**config.mk**
```make
export PLATFORM = sky130hd
export DESIGN_NAME = dtcore32_scoreboard_flat
export DESIGN_NICKNAME = d
export VERILOG_FILES = /design/src/rtl/dtcore32_scoreboard_if.sv /design/src/rtl/dtcore32_scoreboard.sv /design/src/flat_wrapper.sv
export SDC_FILE = /design/constraint.sdc
export NUM_CORES = 1
export LEC_CHECK = 0
export BUFFER_PORTS_ARGS = -buffer_cell sky130_fd_sc_hd__buf_2
export CAP_MARGIN = 20
export CORE_ASPECT_RATIO = 0.6
export CORE_MARGIN = 5
export CORE_UTILIZATION = 48
export DETAILED_ROUTE_END_ITERATION = 16
export PLACE_DENSITY = 0.79
export SLEW_MARGIN = 20
export SYNTH_ARGS = -nofsm -noshare
export SYNTH_HDL_FRONTEND = slang
export SYNTH_SLANG_ARGS = --single-unit
```
**constraint.sdc**
```tcl
create_clock -name clk_i -period 5.4 [get_ports clk_i]
set_input_delay 0.54 -clock clk_i [delete_from_list [all_inputs] [get_ports clk_i]]
set_output_delay 0.54 -clock clk_i [all_outputs]
set_load 0.05 [all_outputs]
```
**src/rtl/dtcore32_scoreboard_if.sv**
```systemverilog
// Bundle between the ID/completion/flush logic and the register scoreboard.
// Master drives ID, completion and kill information; the slave (scoreboard) returns stall, slot and status.
interface dtcore32_scoreboard_if #(
  parameter int NUM_SLOTS  = 4,
  parameter int REG_ADDR_W = 5
);
  localparam int SLOT_W = (NUM_SLOTS > 1) ? $clog2(NUM_SLOTS) : 1;

  logic                  ID_valid_i;
  logic [REG_ADDR_W-1:0] ID_rs1_addr_i;
  logic [REG_ADDR_W-1:0] ID_rs2_addr_i;
  logic                  ID_rs1_used_i;
  logic                  ID_rs2_used_i;
  logic [REG_ADDR_W-1:0] ID_rd_addr_i;
  logic                  ID_ll_i;
  logic                  ID_flush_i;
  logic                  ID_stall_o;
  logic [SLOT_W-1:0]     ID_slot_o;
  logic                  cmpl_valid_i;
  logic [SLOT_W-1:0]     cmpl_slot_i;
  logic [NUM_SLOTS-1:0]  kill_mask_i;
  logic                  flush_all_i;
  logic [NUM_SLOTS-1:0]  busy_mask_o;
  logic                  full_o;
  logic                  err_o;
  logic [31:0]           stall_cycles_o;

  modport master (
    output ID_valid_i, ID_rs1_addr_i, ID_rs2_addr_i, ID_rs1_used_i, ID_rs2_used_i,
    output ID_rd_addr_i, ID_ll_i, ID_flush_i,
    output cmpl_valid_i, cmpl_slot_i, kill_mask_i, flush_all_i,
    input  ID_stall_o, ID_slot_o, busy_mask_o, full_o, err_o, stall_cycles_o
  );

  modport slave (
    input  ID_valid_i, ID_rs1_addr_i, ID_rs2_addr_i, ID_rs1_used_i, ID_rs2_used_i,
    input  ID_rd_addr_i, ID_ll_i, ID_flush_i,
    input  cmpl_valid_i, cmpl_slot_i, kill_mask_i, flush_all_i,
    output ID_stall_o, ID_slot_o, busy_mask_o, full_o, err_o, stall_cycles_o
  );
endinterface

```
**src/rtl/dtcore32_scoreboard.sv**
```systemverilog
// Register scoreboard tracking in-flight long-latency writes (loads, CSR reads, mul/div).
// Optional stall statistics counter enabled by defining DTCORE32_SB_STATS_EN.
module dtcore32_scoreboard #(
  parameter int NUM_SLOTS  = 4,
  parameter int REG_ADDR_W = 5
) (
  input  logic                 clk_i,
  input  logic                 rst_i,
  dtcore32_scoreboard_if.slave sb
);
  localparam int SLOT_W = (NUM_SLOTS > 1) ? $clog2(NUM_SLOTS) : 1;

  logic [NUM_SLOTS-1:0]  valid_q, valid_d;
  logic [REG_ADDR_W-1:0] rd_q [NUM_SLOTS];
  logic [REG_ADDR_W-1:0] rd_d [NUM_SLOTS];
  logic                  err_q;
  logic                  err_set;

  logic                  raw, rd_match, long_rd, waw, nofree, full, stall, alloc;
  logic                  free_found;
  logic [SLOT_W-1:0]     free_idx;
  logic                  cmpl_in_range;

  // Hazards look only at registered slots, so a same-cycle free unstalls one cycle late.
  always_comb begin
    raw      = 1'b0;
    rd_match = 1'b0;
    for (int k = 0; k < NUM_SLOTS; k++) begin
      if (valid_q[k]) begin
        if (sb.ID_rs1_used_i && (sb.ID_rs1_addr_i != '0) && (rd_q[k] == sb.ID_rs1_addr_i))
          raw = 1'b1;
        if (sb.ID_rs2_used_i && (sb.ID_rs2_addr_i != '0) && (rd_q[k] == sb.ID_rs2_addr_i))
          raw = 1'b1;
        if (rd_q[k] == sb.ID_rd_addr_i)
          rd_match = 1'b1;
      end
    end
  end

  // Scan downward so the lowest free index is the one left standing.
  always_comb begin
    free_found = 1'b0;
    free_idx   = '0;
    for (int k = NUM_SLOTS - 1; k >= 0; k--) begin
      if (!valid_q[k]) begin
        free_found = 1'b1;
        free_idx   = SLOT_W'(k);
      end
    end
  end

  assign full    = &valid_q;
  assign long_rd = sb.ID_ll_i && (sb.ID_rd_addr_i != '0);
  assign waw     = long_rd && rd_match;
  assign nofree  = long_rd && full;
  assign stall   = sb.ID_valid_i && (raw || waw || nofree);
  assign alloc   = sb.ID_valid_i && long_rd && !stall && !sb.ID_flush_i && free_found;

  assign cmpl_in_range = (32'(sb.cmpl_slot_i) < 32'(NUM_SLOTS));

  // flush_all dominates; kill and completion both clear; alloc uses a slot free before this edge.
  always_comb begin
    valid_d = valid_q;
    rd_d    = rd_q;
    err_set = 1'b0;
    if (sb.flush_all_i) begin
      valid_d = '0;
    end else begin
      valid_d = valid_q & ~sb.kill_mask_i;
      if (sb.cmpl_valid_i) begin
        if (cmpl_in_range && valid_q[sb.cmpl_slot_i])
          valid_d[sb.cmpl_slot_i] = 1'b0;
        else
          err_set = 1'b1;
      end
      if (alloc) begin
        valid_d[free_idx] = 1'b1;
        rd_d[free_idx]    = sb.ID_rd_addr_i;
      end
    end
  end

  always_ff @(posedge clk_i or posedge rst_i) begin
    if (rst_i) begin
      valid_q <= '0;
      err_q   <= 1'b0;
      for (int k = 0; k < NUM_SLOTS; k++)
        rd_q[k] <= '0;
    end else begin
      valid_q <= valid_d;
      err_q   <= err_q | err_set;
      for (int k = 0; k < NUM_SLOTS; k++)
        rd_q[k] <= rd_d[k];
    end
  end

  assign sb.ID_stall_o  = stall;
  assign sb.ID_slot_o   = free_found ? free_idx : '0;
  assign sb.busy_mask_o = valid_q;
  assign sb.full_o      = full;
  assign sb.err_o       = err_q;

`ifdef DTCORE32_SB_STATS_EN
  logic [31:0] stall_cnt_q;

  // Saturating; flush_all deliberately leaves it alone.
  always_ff @(posedge clk_i or posedge rst_i) begin
    if (rst_i)
      stall_cnt_q <= '0;
    else if (stall && (stall_cnt_q != 32'hFFFF_FFFF))
      stall_cnt_q <= stall_cnt_q + 32'd1;
  end

  assign sb.stall_cycles_o = stall_cnt_q;
`else
  assign sb.stall_cycles_o = 32'd0;
`endif
endmodule

```
**src/flat_wrapper.sv**
```systemverilog
// flat-port wrapper written by rule: the top's interface ports become plain ports
module dtcore32_scoreboard_flat 
#(
  parameter int NUM_SLOTS  = 4,
  parameter int REG_ADDR_W = 5
)
  (clk_i, rst_i, sb_ID_valid_i, sb_ID_rs1_addr_i, sb_ID_rs2_addr_i, sb_ID_rs1_used_i, sb_ID_rs2_used_i, sb_ID_rd_addr_i, sb_ID_ll_i, sb_ID_flush_i, sb_cmpl_valid_i, sb_cmpl_slot_i, sb_kill_mask_i, sb_flush_all_i, sb_ID_stall_o, sb_ID_slot_o, sb_busy_mask_o, sb_full_o, sb_err_o, sb_stall_cycles_o);
  dtcore32_scoreboard_if #(.NUM_SLOTS(NUM_SLOTS), .REG_ADDR_W(REG_ADDR_W)) sb_i ();
  input  logic clk_i;
  input  logic rst_i;
  input wire logic [$bits(sb_i.ID_valid_i)-1:0] sb_ID_valid_i;
  input wire logic [$bits(sb_i.ID_rs1_addr_i)-1:0] sb_ID_rs1_addr_i;
  input wire logic [$bits(sb_i.ID_rs2_addr_i)-1:0] sb_ID_rs2_addr_i;
  input wire logic [$bits(sb_i.ID_rs1_used_i)-1:0] sb_ID_rs1_used_i;
  input wire logic [$bits(sb_i.ID_rs2_used_i)-1:0] sb_ID_rs2_used_i;
  input wire logic [$bits(sb_i.ID_rd_addr_i)-1:0] sb_ID_rd_addr_i;
  input wire logic [$bits(sb_i.ID_ll_i)-1:0] sb_ID_ll_i;
  input wire logic [$bits(sb_i.ID_flush_i)-1:0] sb_ID_flush_i;
  input wire logic [$bits(sb_i.cmpl_valid_i)-1:0] sb_cmpl_valid_i;
  input wire logic [$bits(sb_i.cmpl_slot_i)-1:0] sb_cmpl_slot_i;
  input wire logic [$bits(sb_i.kill_mask_i)-1:0] sb_kill_mask_i;
  input wire logic [$bits(sb_i.flush_all_i)-1:0] sb_flush_all_i;
  output wire logic [$bits(sb_i.ID_stall_o)-1:0] sb_ID_stall_o;
  output wire logic [$bits(sb_i.ID_slot_o)-1:0] sb_ID_slot_o;
  output wire logic [$bits(sb_i.busy_mask_o)-1:0] sb_busy_mask_o;
  output wire logic [$bits(sb_i.full_o)-1:0] sb_full_o;
  output wire logic [$bits(sb_i.err_o)-1:0] sb_err_o;
  output wire logic [$bits(sb_i.stall_cycles_o)-1:0] sb_stall_cycles_o;
  assign sb_i.ID_valid_i = sb_ID_valid_i;
  assign sb_i.ID_rs1_addr_i = sb_ID_rs1_addr_i;
  assign sb_i.ID_rs2_addr_i = sb_ID_rs2_addr_i;
  assign sb_i.ID_rs1_used_i = sb_ID_rs1_used_i;
  assign sb_i.ID_rs2_used_i = sb_ID_rs2_used_i;
  assign sb_i.ID_rd_addr_i = sb_ID_rd_addr_i;
  assign sb_i.ID_ll_i = sb_ID_ll_i;
  assign sb_i.ID_flush_i = sb_ID_flush_i;
  assign sb_i.cmpl_valid_i = sb_cmpl_valid_i;
  assign sb_i.cmpl_slot_i = sb_cmpl_slot_i;
  assign sb_i.kill_mask_i = sb_kill_mask_i;
  assign sb_i.flush_all_i = sb_flush_all_i;
  assign sb_ID_stall_o = sb_i.ID_stall_o;
  assign sb_ID_slot_o = sb_i.ID_slot_o;
  assign sb_busy_mask_o = sb_i.busy_mask_o;
  assign sb_full_o = sb_i.full_o;
  assign sb_err_o = sb_i.err_o;
  assign sb_stall_cycles_o = sb_i.stall_cycles_o;
  dtcore32_scoreboard #(.NUM_SLOTS(NUM_SLOTS), .REG_ADDR_W(REG_ADDR_W)) u_core (.clk_i(clk_i), .rst_i(rst_i), .sb(sb_i));
endmodule
```
# After elaboration in Yosys (flattened, before gate mapping)
# Index checks and enable logic that the tools add are counted.
dict set report totals {
  in_bits 30
  ff_bits 25
  word_cells 108
  output_inout_bits 41
}
dict set report op_classes {
  n_bitwise 8
  mux 46
  reduce_logical 30
  order_cmp 6
  eq_ne 12
}
# cell count
set ops {}
lappend ops {{== test 5 bit} 12}
lappend ops {{two-way mux 1 bit} 30}
lappend ops {{logical AND 1 bit} 21}
lappend ops {{bitwise mux 20 bit} 1}
lappend ops {{two-way mux 4 bit} 5}
lappend ops {{nonzero test 5 bit} 3}
lappend ops {{demux 5 bit (select 2 bit)} 1}
lappend ops {{two-way mux 2 bit} 5}
lappend ops {{bitwise AND 4 bit} 2}
lappend ops {{NOT 4 bit} 2}
lappend ops {{less-than comparator 2 x 3 -> 1 bit (second input constant)} 2}
lappend ops {{two-way mux 5 bit} 1}
lappend ops {{demux 1 bit (select 2 bit)} 2}
lappend ops {{greater-or-equal comparator 2 x 1 -> 1 bit (second input constant)} 2}
lappend ops {{OR 4 bit} 1}
lappend ops {{AND reduction 4 bit} 1}
lappend ops {{greater-or-equal comparator 3 bit (second input constant)} 1}
lappend ops {{less-than comparator 3 x 1 -> 1 bit (second input constant)} 1}
lappend ops {{NOT 2 -> 3 bit} 1}
lappend ops {{binary-select mux 1 bit (select 2 bit)} 1}
lappend ops {{zero test 1 bit} 2}
lappend ops {{logical OR 1 bit} 2}
lappend ops {{AND reduction 2 bit} 1}
lappend ops {{NOT 1 bit} 1}
lappend ops {{OR 1 bit} 1}

# Logic depth before layout (Yosys ltp)
# Gate-level depths: netlist of run 1.
dict set report logic_depth {
  depth_word 24
  depth_mapped 7
  depth_no_buf 6
}

# Least setup slack after synthesis of run 1
# No wires, ideal clock.
dict set report synth_timing {
  path_type {input port to output port}
  startpoint {in sb_ID_rs1_addr_i[1]}
  endpoint {out sb_ID_stall_o}
  arrival_time_ns 2.331
  slack_ns 2.529
  n_path_buf 1
  stages 6
  required_time_ns 4.860
  cell_sequence {clkbuf_1 or4_1 o21a_1 a22oi_2 o211ai_1 and2_1}
}
dict set report synth_between {
  elab_chain_len 18
  word_cells_on_any_way 25
  cone_classes {eq/ne (4); mux (12); reduce/logical (9)}
}
# element line
set synth_lines {}
lappend synth_lines {{start: declaration} flat_wrapper.sv:12} ;# input wire logic [$bits(sb_i.ID_rs1_addr_i)-1:0] sb_ID_rs1_addr_i;
lappend synth_lines {{nonzero test 5 bit} dtcore32_scoreboard.sv:30} ;# if (sb.ID_rs1_used_i && (sb.ID_rs1_addr_i != '0) && (rd_q[k] == sb.ID_rs1_addr_i))
lappend synth_lines {{logical AND 1 bit (2 in series)} dtcore32_scoreboard.sv:30}
lappend synth_lines {{two-way mux 1 bit} dtcore32_scoreboard.sv:30}
lappend synth_lines {{two-way mux 1 bit} dtcore32_scoreboard.sv:32} ;# if (sb.ID_rs2_used_i && (sb.ID_rs2_addr_i != '0) && (rd_q[k] == sb.ID_rs2_addr_i))
lappend synth_lines {{two-way mux 1 bit} dtcore32_scoreboard.sv:29} ;# if (valid_q[k]) begin
lappend synth_lines {{two-way mux 1 bit} dtcore32_scoreboard.sv:30}
lappend synth_lines {{two-way mux 1 bit} dtcore32_scoreboard.sv:32}
lappend synth_lines {{two-way mux 1 bit} dtcore32_scoreboard.sv:29}
lappend synth_lines {{two-way mux 1 bit} dtcore32_scoreboard.sv:30}
lappend synth_lines {{two-way mux 1 bit} dtcore32_scoreboard.sv:32}
lappend synth_lines {{two-way mux 1 bit} dtcore32_scoreboard.sv:29}
lappend synth_lines {{two-way mux 1 bit} dtcore32_scoreboard.sv:30}
lappend synth_lines {{two-way mux 1 bit} dtcore32_scoreboard.sv:32}
lappend synth_lines {{two-way mux 1 bit *} dtcore32_scoreboard.sv:29}
lappend synth_lines {{logical OR 1 bit * (2 in series)} dtcore32_scoreboard.sv:56} ;# assign stall = sb.ID_valid_i && (raw || waw || nofree);
lappend synth_lines {{logical AND 1 bit *} dtcore32_scoreboard.sv:56}
lappend synth_lines {{end: declaration} flat_wrapper.sv:23} ;# output wire logic [$bits(sb_i.ID_stall_o)-1:0] sb_ID_stall_o;
# Mark *: on every way between the ends. The rest lies on a longest branch, timed or not.

# Worst setup path after layout of run 1
dict set report layout_timing {
  startpoint {in sb_ID_rs2_addr_i[1]}
  endpoint {out sb_ID_stall_o}
}
dict set report layout_between {
  elab_chain_len 17
  word_cells_on_any_way 24
  cone_classes {eq/ne (4); mux (11); reduce/logical (9)}
}
# element line
set layout_lines {}
lappend layout_lines {{start: declaration} flat_wrapper.sv:13} ;# input wire logic [$bits(sb_i.ID_rs2_addr_i)-1:0] sb_ID_rs2_addr_i;
lappend layout_lines {{nonzero test 5 bit} dtcore32_scoreboard.sv:32}
lappend layout_lines {{logical AND 1 bit (2 in series)} dtcore32_scoreboard.sv:32}
lappend layout_lines {{two-way mux 1 bit} dtcore32_scoreboard.sv:32}
lappend layout_lines {{two-way mux 1 bit} dtcore32_scoreboard.sv:29}
lappend layout_lines {{two-way mux 1 bit} dtcore32_scoreboard.sv:30}
lappend layout_lines {{two-way mux 1 bit} dtcore32_scoreboard.sv:32}
lappend layout_lines {{two-way mux 1 bit} dtcore32_scoreboard.sv:29}
lappend layout_lines {{two-way mux 1 bit} dtcore32_scoreboard.sv:30}
lappend layout_lines {{two-way mux 1 bit} dtcore32_scoreboard.sv:32}
lappend layout_lines {{two-way mux 1 bit} dtcore32_scoreboard.sv:29}
lappend layout_lines {{two-way mux 1 bit} dtcore32_scoreboard.sv:30}
lappend layout_lines {{two-way mux 1 bit} dtcore32_scoreboard.sv:32}
lappend layout_lines {{two-way mux 1 bit *} dtcore32_scoreboard.sv:29}
lappend layout_lines {{logical OR 1 bit * (2 in series)} dtcore32_scoreboard.sv:56}
lappend layout_lines {{logical AND 1 bit *} dtcore32_scoreboard.sv:56}
# Marks and branches as above.

==> impl_metrics.toml, run 1 <==
[run_status]
status = "finished clean"

[floorplan]
start_util_pct = 49.3
coreArea_sq_mm = 0.00454
die_area_sq_mm = 0.00617
rows = 19
pin_count = 71
die_y_um = 62.9
die_width_um = 98.1

[timing]
tns_ns = 0
fin_skew_ns = 0.00594
maxSlewHeadroom_pct = 38.3
setup_viol = 0
rsz0062_at_grt = "no"
min_period_ns = 3.06
fin_crit_sh_pct = 56.6
slew_violations = 0
max_freq_mhz = 327
hold_viol = 0
tightest_slew_ns = 0.920

[clocking]
clk_pin_slew_ns = 0.09
cts_tree = "built"
clk_latency_ns = 0.28
cts_setup_buffers = 0
numCtsBuffers = 3
cts_hold_buffers = 0
ctsResizeCount = 0
clock_sinks = 25
cts_max_path_buffers = 2
root_buffer = "clkbuf_8"
htree_levels = 1

[setup_path]
worstSetupPathType = "in2out"
crit_end = "sb_ID_stall_o"
setup.worst_path.start = "sb_ID_rs2_addr_i[1]"
worstPathRequired_ns = 4.86
reg2reg_depth = 6
r2r_start = "u_core.rd_q[17]"
crit_fanout = 5
r2r_slack_ns = 3.06
cp-end-kind = "output port"
arrival_ns = 2.52
startpoint_type = "input pin"
timing.rr.end = "u_core.rd_q[9]"

[detailed_routing]
drt-vias-per-instance = 5.09
drt_iter0_drc = 101
drt-total-wl_mm = 5.31
drtPass1Iterations = 4
route.detailed.drc = 0
wl_per_cell_um = 16.8
vias = 1614
final_antenna_net_count = 0

[power]
p_switching_mw = 0.188
comb_power_share_pct = 31.7
p_int_mw = 0.308
clockPowerShare_pct = 23.3
ir_drop_mv = 0.137
p_sw_share_pct = 37.8
power-per-cell-area_mw_per_mm2 = 212
total_power_mw = 0.496
total_leakage_power_nw = 0.993
seqPwrFrac_pct = 45.0

[final_layout]
seqCellArea_sq_um = 626
layout.nets = 285
nFillCells = 411
syn_to_final_growth_pct = 4.42
drive_gt1_share_pct = 28.0
n_antenna_cell = 0
multiInputGateArea_sq_mm = 0.00138

[synth]
netlist_area_sq_mm = 0.00224
ys_ff_latch = 25
synth_top_area_share_pct = 28.0
synth_cell_types = 35
ys_top_cells_by_area = "dfrtp_1 28%, xnor2_1 21%, buf_4 11%"
synth_cells = 230
synth_warnings = 0
synth-seq-area-share_pct = 28.0
synth_largest_area_cell = "dfrtp_1"
syn_avg_cell_area_sq_um = 9.73

[global_routing]
grt_pass1_vias = 1602
grt_pass1_wl_mm = 8.47
grt_usage_pct = 17.2
gr-total-overflow = 0
antenna_found_initial = 0
grt_max_degree = 26

[placed_design]
portBuffers = 38
routabilityCongestion = 0.942
dp_hpwl_mm = 4.31

[run]
drv_cap = 0

[min_path]
hp-class = "in2async"
synthesized netlist by cell type:
cell type / n
xnor2_1: 53
buf_4: 33
dfrtp_1: 25
mux2_2: 20
nand2_1: 14
nand4_1: 12
clkbuf_1: 11
nor2_1: 8
xor2_1: 7
inv_1: 5
nand4_4: 4
buf_6: 3
nand3_1: 3
o32ai_1: 3
or4_1: 3
a21oi_1: 2
a22oi_2: 2
buf_2: 2
o211ai_1: 2
o21a_1: 2
o22ai_1: 2
and2_1: 1
and3_1: 1
conb_1: 1
mux4_2: 1
nand2b_1: 1
nand3b_1: 1
nor3_1: 1
nor4_1: 1
nor4_4: 1
o21ai_0: 1
o21ai_1: 1
o311ai_0: 1
o31ai_1: 1
or4b_4: 1
worst max-delay path, cell delays in order:
cell      delay [ns]
buf_2           0.14
or4_1           0.54
o21a_1          0.23
a22oi_2         0.50
o211ai_1        0.17
and2_1          0.19
buf_2           0.20
worst min-delay path by stage:
stage,startpoint,endpoint,slack (ns),cells past startpoint
6_report,rst_i,u_core.sb.busy_mask_o[3],0.34,2
5_1_grt,rst_i,u_core.sb.busy_mask_o[3],0.40,2
4_1_cts,u_core.sb.err_o,u_core.sb.err_o,0.47,2
3_5_place_dp,u_core.sb.err_o,u_core.sb.err_o,0.45,2
3_3_place_gp,u_core.sb.err_o,u_core.sb.err_o,0.45,2
2_1_floorplan,rst_i,u_core.rd_q[0],0.57,1
layer usage:
| layer | vias up | GRT usage (%) | share of wire (%) | wire (um) |
|---|---|---|---|---|
| met2 | 64 | 25.3 | 44 | 2350 |
| met3 | 8 | 4.57 | 8.7 | 460 |
| met5 | - | 0 | 0 | 0 |
| li1 | 765 | - | - | - |
| met4 | 0 | 3.92 | 1.3 | 67 |
| met1 | 777 | 25.0 | 46 | 2440 |
power groups by stage:
stage	Clock, mW	Combinational (mW)	Sequential, mW
final	0.116	0.157	0.223
after global routing	0.127	0.168	0.226
after CTS	0.117	0.157	0.223
after detailed placement	0	0.156	0.227
after global placement	0	0.154	0.227
after floorplan	0	0.153	0.220
final cells by class:
type	instances	area share, %
flip-flops and latches	25	26.8
well taps	63	3.37
repair buffers	38	8.14
multi-input cells	182	58.9
clock inverters	1	0.214
inverters	5	0.803
clock buffers	3	1.77
layout by cell type (no fill, tap or decap), types with 4 or more instances in the layout:
| master | n |
|---|---|
| nand4_1 | 12 |
| nand2_1 | 14 |
| mux2_2 | 20 |
| nand4_4 | 4 |
| buf_2 | 38 |
| conb_1 | 32 |
| xor2_1 | 7 |
| inv_1 | 4 |
| xnor2_1 | 53 |
| nor2_1 | 8 |
| dfrtp_1 | 25 |
sequential cells by signal, indices dropped and copies added (netlist names):
register	count
u_core.rd_q	20
u_core.sb.busy_mask_o	4
u_core.sb.err_o	1
kinds of logic (layout without fill, tap and decap cells):
family / count (synthesis) / after routing / share of synthesized area, %
XOR/XNOR: 60 / 60 / 23.5
buffers and inverters: 54 / 47 / 15.7
AND/OR/NAND/NOR: 52 / 52 / 15.8
flip-flops: 25 / 25 / 28.0
multiplexers: 21 / 21 / 11.1
AO/OA/AOI/OAI: 17 / 17 / 5.82
other: 1 / 32 / 0.168
per-stage QoR:
stage          std cells  setup slack (ns)  hold slack, ns  util, %  area (sq um)
3_5_place_dp         313              2.36           0.452     50.4          2290
5_1_grt              317              2.25           0.396     51.4          2340
6_report             317              2.34           0.339     51.4          2340
4_1_cts              317              2.35           0.474     51.4          2340
3_3_place_gp         313              2.41           0.454     50.4          2290
2_1_floorplan        261              2.53           0.567        -          2350
(Power assumes the default switching activity.)
==> run 2, diff against run 1 <==
clock period = 3.1 ns   (was 5.4 ns; I/O delays follow)
==> impl_metrics.toml, run 2 (synthesis results as in run 1) <==
[run_status]
status = "finished clean"

[placed_design]
dp_hpwl_mm = 4.13
routabilityCongestion = 0.905
post_dp_cell_area_sq_mm = 0.00230
portBuffers = 38

[timing]
rsz0062_at_grt = "no"
min_period_ns = 2.66
hold_slack_ns = 0.122
maxSlewHeadroom_pct = 36.1
fin_skew_ns = 0.00537
fin_crit_sh_pct = 85.9
tns_ns = 0
slew_violations = 0
max_freq_mhz = 376
hold_viol = 0
tightest_slew_ns = 0.953
setup_viol = 0

[setup_path]
reg2reg_depth = 6
worstPathRequired_ns = 2.79
r2r_slack_ns = 0.88
cp_top_family = "compound AO/OA/AOI/OAI gates"
cp_num_cells = 7
timing.rr.end = "u_core.rd_q[5]"
arrival_ns = 2.35
crit_end = "sb_ID_stall_o"
r2r_start = "u_core.rd_q[17]"
worstSetupPathType = "reg2out"
slowest_delay_ns = 0.62
slowest_stage = "o32ai_1"
cp-end-kind = "output port"
setup.worst_path.start = "u_core.rd_q[17]"
startpoint_type = "flop"
crit_fanout = 4
crit_chain = "xnor2_1 > nand4_1 > o32ai_1 > nor3_1 > o211ai_1 > and2_1 > buf_2"
crit_buf_inv = 1

[floorplan]
coreArea_sq_mm = 0.00454
die_y_um = 62.9
start_util_pct = 49.3
rows = 19
die_width_um = 98.1
die_area_sq_mm = 0.00617
pin_count = 71

[final_layout]
largest_reg_flops = 20
top_register = "u_core.rd_q"
n_antenna_cell = 0
final_common_cell = "xnor2_1"
nFillCells = 431
syn_to_final_growth_pct = 5.03
layout.nets = 287
final_cell_mix = "53 x xnor2_1, 38 x buf_2, 32 x conb_1"
drive_gt1_share_pct = 28.1
fin_util_pct = 51.7
final_cell_area_sq_mm = 0.00235

[clocking]
cts_hold_buffers = 0
clk_pin_slew_ns = 0.09
cts_tree = "built"
root_buffer = "clkbuf_8"
htree_levels = 1
clock_sinks = 25
clk_latency_ns = 0.27
ctsResizeCount = 0
cts_setup_buffers = 0
numCtsBuffers = 3
cts_max_path_buffers = 2

[global_routing]
grt_max_degree = 26
gr-total-overflow = 0
antenna_found_initial = 0
grt_pass1_wl_mm = 8.10
grt_usage_pct = 16.3
grt_pass1_vias = 1591

[detailed_routing]
wl_per_cell_um = 16.2
drt-total-wl_mm = 5.17
drtPass1Iterations = 4
drt-vias-per-instance = 5.08
drt_iter0_drc = 116
final_antenna_net_count = 0
route.detailed.drc = 0
vias = 1621

[run]
drv_cap = 0

[power]
ir_drop_mv = 0.248
total_leakage_power_nw = 0.999
power-per-cell-area_mw_per_mm2 = 362

[min_path]
hp-class = "in2async"
## run 2: changes by cell type in the layout (fill, tap and decap cells not counted)
cell      before  now
clkinv_2       1    0
clkbuf_1       0    1
buf_4          0    2
## run 2: routing by layer
metal  global-route usage (%)  wire length, um
met1                     24.5             2400
met2                     24.9             2350
met5                        0                0
met3                     3.46              387
met4                     1.53               31
## run 2: stage by stage
step,std cells,total power [mW],setup WS (ns)
2_1_floorplan,261,0.649,0.439
3_3_place_gp,315,0.658,0.612
3_5_place_dp,315,0.665,0.544
4_1_cts,319,0.858,0.443
5_1_grt,319,0.897,0.333
6_report,319,0.851,0.438
## run 2: how the worst min path moves through the flow
stage / start / to / slack, ns / depth (start not counted)
after floorplan: rst_i / u_core.rd_q[0] / 0.34 / 1
after global placement: u_core.sb.err_o / u_core.sb.err_o / 0.46 / 2
after detailed placement: u_core.sb.err_o / u_core.sb.err_o / 0.46 / 2
after CTS: rst_i / u_core.rd_q[2] / 0.29 / 2
after global routing: rst_i / u_core.rd_q[0] / 0.17 / 2
final: rst_i / u_core.rd_q[15] / 0.12 / 2
## run 2: power breakdown
part           switching (mW)  internal, mW
combinational           0.176        0.0997
sequential             0.0353         0.348
clock                   0.101        0.0919
total                   0.312         0.539
## run 2: layout make-up
class / instances / area [sq um] / share of cell area [%]
Sequential cell: 25 / 626 / 26.6
Inverter: 5 / 18.8 / 0.799
Multi-Input combinational cell: 182 / 1380 / 58.6
Timing Repair Buffer: 40 / 205 / 8.73
Clock buffer: 4 / 45.0 / 1.92
Tap cell: 63 / 78.8 / 3.35
## run 2: worst register-to-register path: stages, from the launching register on
cell and delay (ns):
dfrtp_1 0.44, xnor2_1 0.18, nand4_1 0.12, o32ai_1 0.62, nor4_4 0.19, nand4_4 0.19, mux2_2 0.36
==> run 3, diff against run 2 <==
ABC_AREA = 1   (was not set)
PLACE_DENSITY = 0.78   (was 0.79)
==> impl_metrics.toml, run 3 <==
[final_layout]
largest_reg_flops = 20
seqCellArea_sq_um = 626
nFillCells = 516
n_antenna_cell = 0
final_cell_mix = "112 x nand2_1, 38 x buf_2, 33 x nor2_1"
layout.nets = 414
final_common_cell = "nand2_1"
drive_gt1_share_pct = 17.8
syn_to_final_growth_pct = 4.38
layout.cells.non_filler = 449
top_register = "u_core.rd_q"
multiInputGateArea_sq_mm = 0.00148

[clocking]
cts_tree = "built"
root_buffer = "clkbuf_8"
cts_setup_buffers = 0
cts_max_path_buffers = 2
htree_levels = 1
clock_sinks = 25
ctsResizeCount = 0
clk_pin_slew_ns = 0.10
cts_hold_buffers = 0
numCtsBuffers = 3
clk_latency_ns = 0.28

[synth]
async_flop_share_pct = 100
synth_top_family_by_area = "simple AND/OR/NAND/NOR gates"
ys_top_cells_by_area = "dfrtp_1 26%, nand2_1 17%, buf_4 11%"
ys.flop_type = "dfrtp_1"
synth_cells = 354
netlist_area_sq_mm = 0.00243
synth_cell_types = 30
yosysMostFrequentCell = "nand2_1"
yosys.area_share.simple_pct = 34.2
synth_top_area_share_pct = 25.8
syn_avg_cell_area_sq_um = 6.86
synth_largest_area_cell = "dfrtp_1"
muxShareOfSynthArea_pct = 0
synthAdderAreaFrac_pct = 0
ys_ff_latch = 25
synth-xor-area-share_pct = 14.1
synth-seq-area-share_pct = 25.8
synthTopCellsByCount = "112 x nand2_1, 36 x buf_4, 33 x nor2_1, 25 x dfrtp_1, 24 x xor2_1"
synth_compound_area_share_pct = 7.78
synth-edff-count = 0
synth_warnings = 0

[timing]
tns_ns = 0
hold_viol = 0
setup_viol = 0
fin_crit_sh_pct = 75.0
min_period_ns = 2.32
tightest_slew_ns = 0.902
slew_violations = 0
rsz0062_at_grt = "no"
fin_skew_ns = 0.00915
hold_slack_ns = 0.102
maxSlewHeadroom_pct = 39.5
max_freq_mhz = 430

[floorplan]
coreArea_sq_mm = 0.00498
die_area_sq_mm = 0.00663
start_util_pct = 48.7
pin_count = 71
die_y_um = 65.1
die_width_um = 102
rows = 20

[detailed_routing]
wl_per_cell_um = 14.7
drt-vias-per-instance = 5.05
drt-total-wl_mm = 6.62
vias = 2266
drt_iter0_drc = 156
drtPass1Iterations = 5
final_antenna_net_count = 0
route.detailed.drc = 0

[setup_path]
crit_chain = "or2_2 > a21oi_1 > nand3_1 > nand2_1 > o21bai_4 > a21oi_1 > buf_2"
slowest_stage = "dfrtp_1"
cp_top_family = "simple AND/OR/NAND/NOR gates"
worstSetupPathType = "reg2out"
crit_buf_inv = 1
cp-end-kind = "output port"
cpMostUsedCell = "a21oi_1"
startpoint_type = "flop"
arrival_ns = 2.01
worstPathRequired_ns = 2.79
crit_fanout = 6
slowest_delay_ns = 0.47

[global_routing]
gr-total-overflow = 0
antenna_found_initial = 0
grt_pass1_vias = 2070
grt_max_degree = 26
grt_usage_pct = 20.4
grt_pass1_wl_mm = 10.5

[placed_design]
dp_hpwl_mm = 5.31
routabilityCongestion = 1.01
place_inst = 445
portBuffers = 38

[power]
total_leakage_power_nw = 1.36
total_power_mw = 0.887
ir_drop_mv = 0.226
power-per-cell-area_mw_per_mm2 = 350

[min_path]
hp-class = "in2async"

[run]
drv_cap = 0

[run_status]
status = "finished clean"
==> run 3: kinds of logic (layout without fill, tap and decap cells) <==
kind of cell	Yosys count	in the layout
AOI/OAI and AO/OA	32	32
xor gates and xnor gates	39	39
buffers and inverters	73	71
DFF	25	25
other	1	32
and+or+nand+nor	184	184
==> run 3: worst paths after layout <==
kind / to / startpoint / slack (ns) / cells past startpoint
setup / recovery: sb_ID_stall_o / u_core.rd_q[2] / 0.78 / 7
hold / removal: u_core.rd_q[5] / rst_i / 0.10 / 2
setup reg to reg: u_core.rd_q[13] / u_core.rd_q[12] / 1.10 / 10
hold reg to reg: u_core.sb.err_o / u_core.sb.err_o / 0.48 / 2
max in group asynchronous: u_core.sb.busy_mask_o[0] / rst_i / 2.58 / 2
min in group clk_i: u_core.sb.busy_mask_o[3] / sb_kill_mask_i[3] / 0.30 / 4
==> run 3: final cells by class <==
type | count | share of cell area [%]
multi-input combinational | 287 | 58.4
sequential | 25 | 24.7
timing repair buffer | 38 | 7.51
inverter | 29 | 4.30
tap | 66 | 3.26
clock buffer | 3 | 1.63
clock inverter | 1 | 0.198
==> run 3: power breakdown <==
group | internal, mW | leakage (nW) | switching (mW)
registers | 0.347 | 0.335 | 0.0458
clock network | 0.0902 | 0.0255 | 0.111
logic | 0.0859 | 1.00 | 0.206
total | 0.523 | 1.36 | 0.363
==> run 3: worst register-to-register path: cells and delay by family, from the launching register on <==
| kind | cells | cell delay (ns) |
|---|---|---|
| simple gates | 9 | 1.11 |
| xor+xnor | 1 | 0.25 |
| flops | 1 | 0.53 |
==> run 3: stage by stage <==
step	area [sq um]	util, %	setup WS [ns]
final	2530	50.9	0.776
after global routing	2530	50.9	0.666
after CTS	2530	50.9	0.790
after detailed placement	2490	49.9	1.10
after global placement	2490	49.9	1.13
after floorplan	2540	-	0.0620
==> run 3: routing by layer <==
layer,vias up,part of all wire (%),routed length [um],global-route usage [%]
met3,16,13,830,7.74
met2,126,41,2730,27.8
met1,1029,45,2980,30.2
li1,1095,-,-,-
met5,-,0,0,0
met4,0,1.2,78,3.81
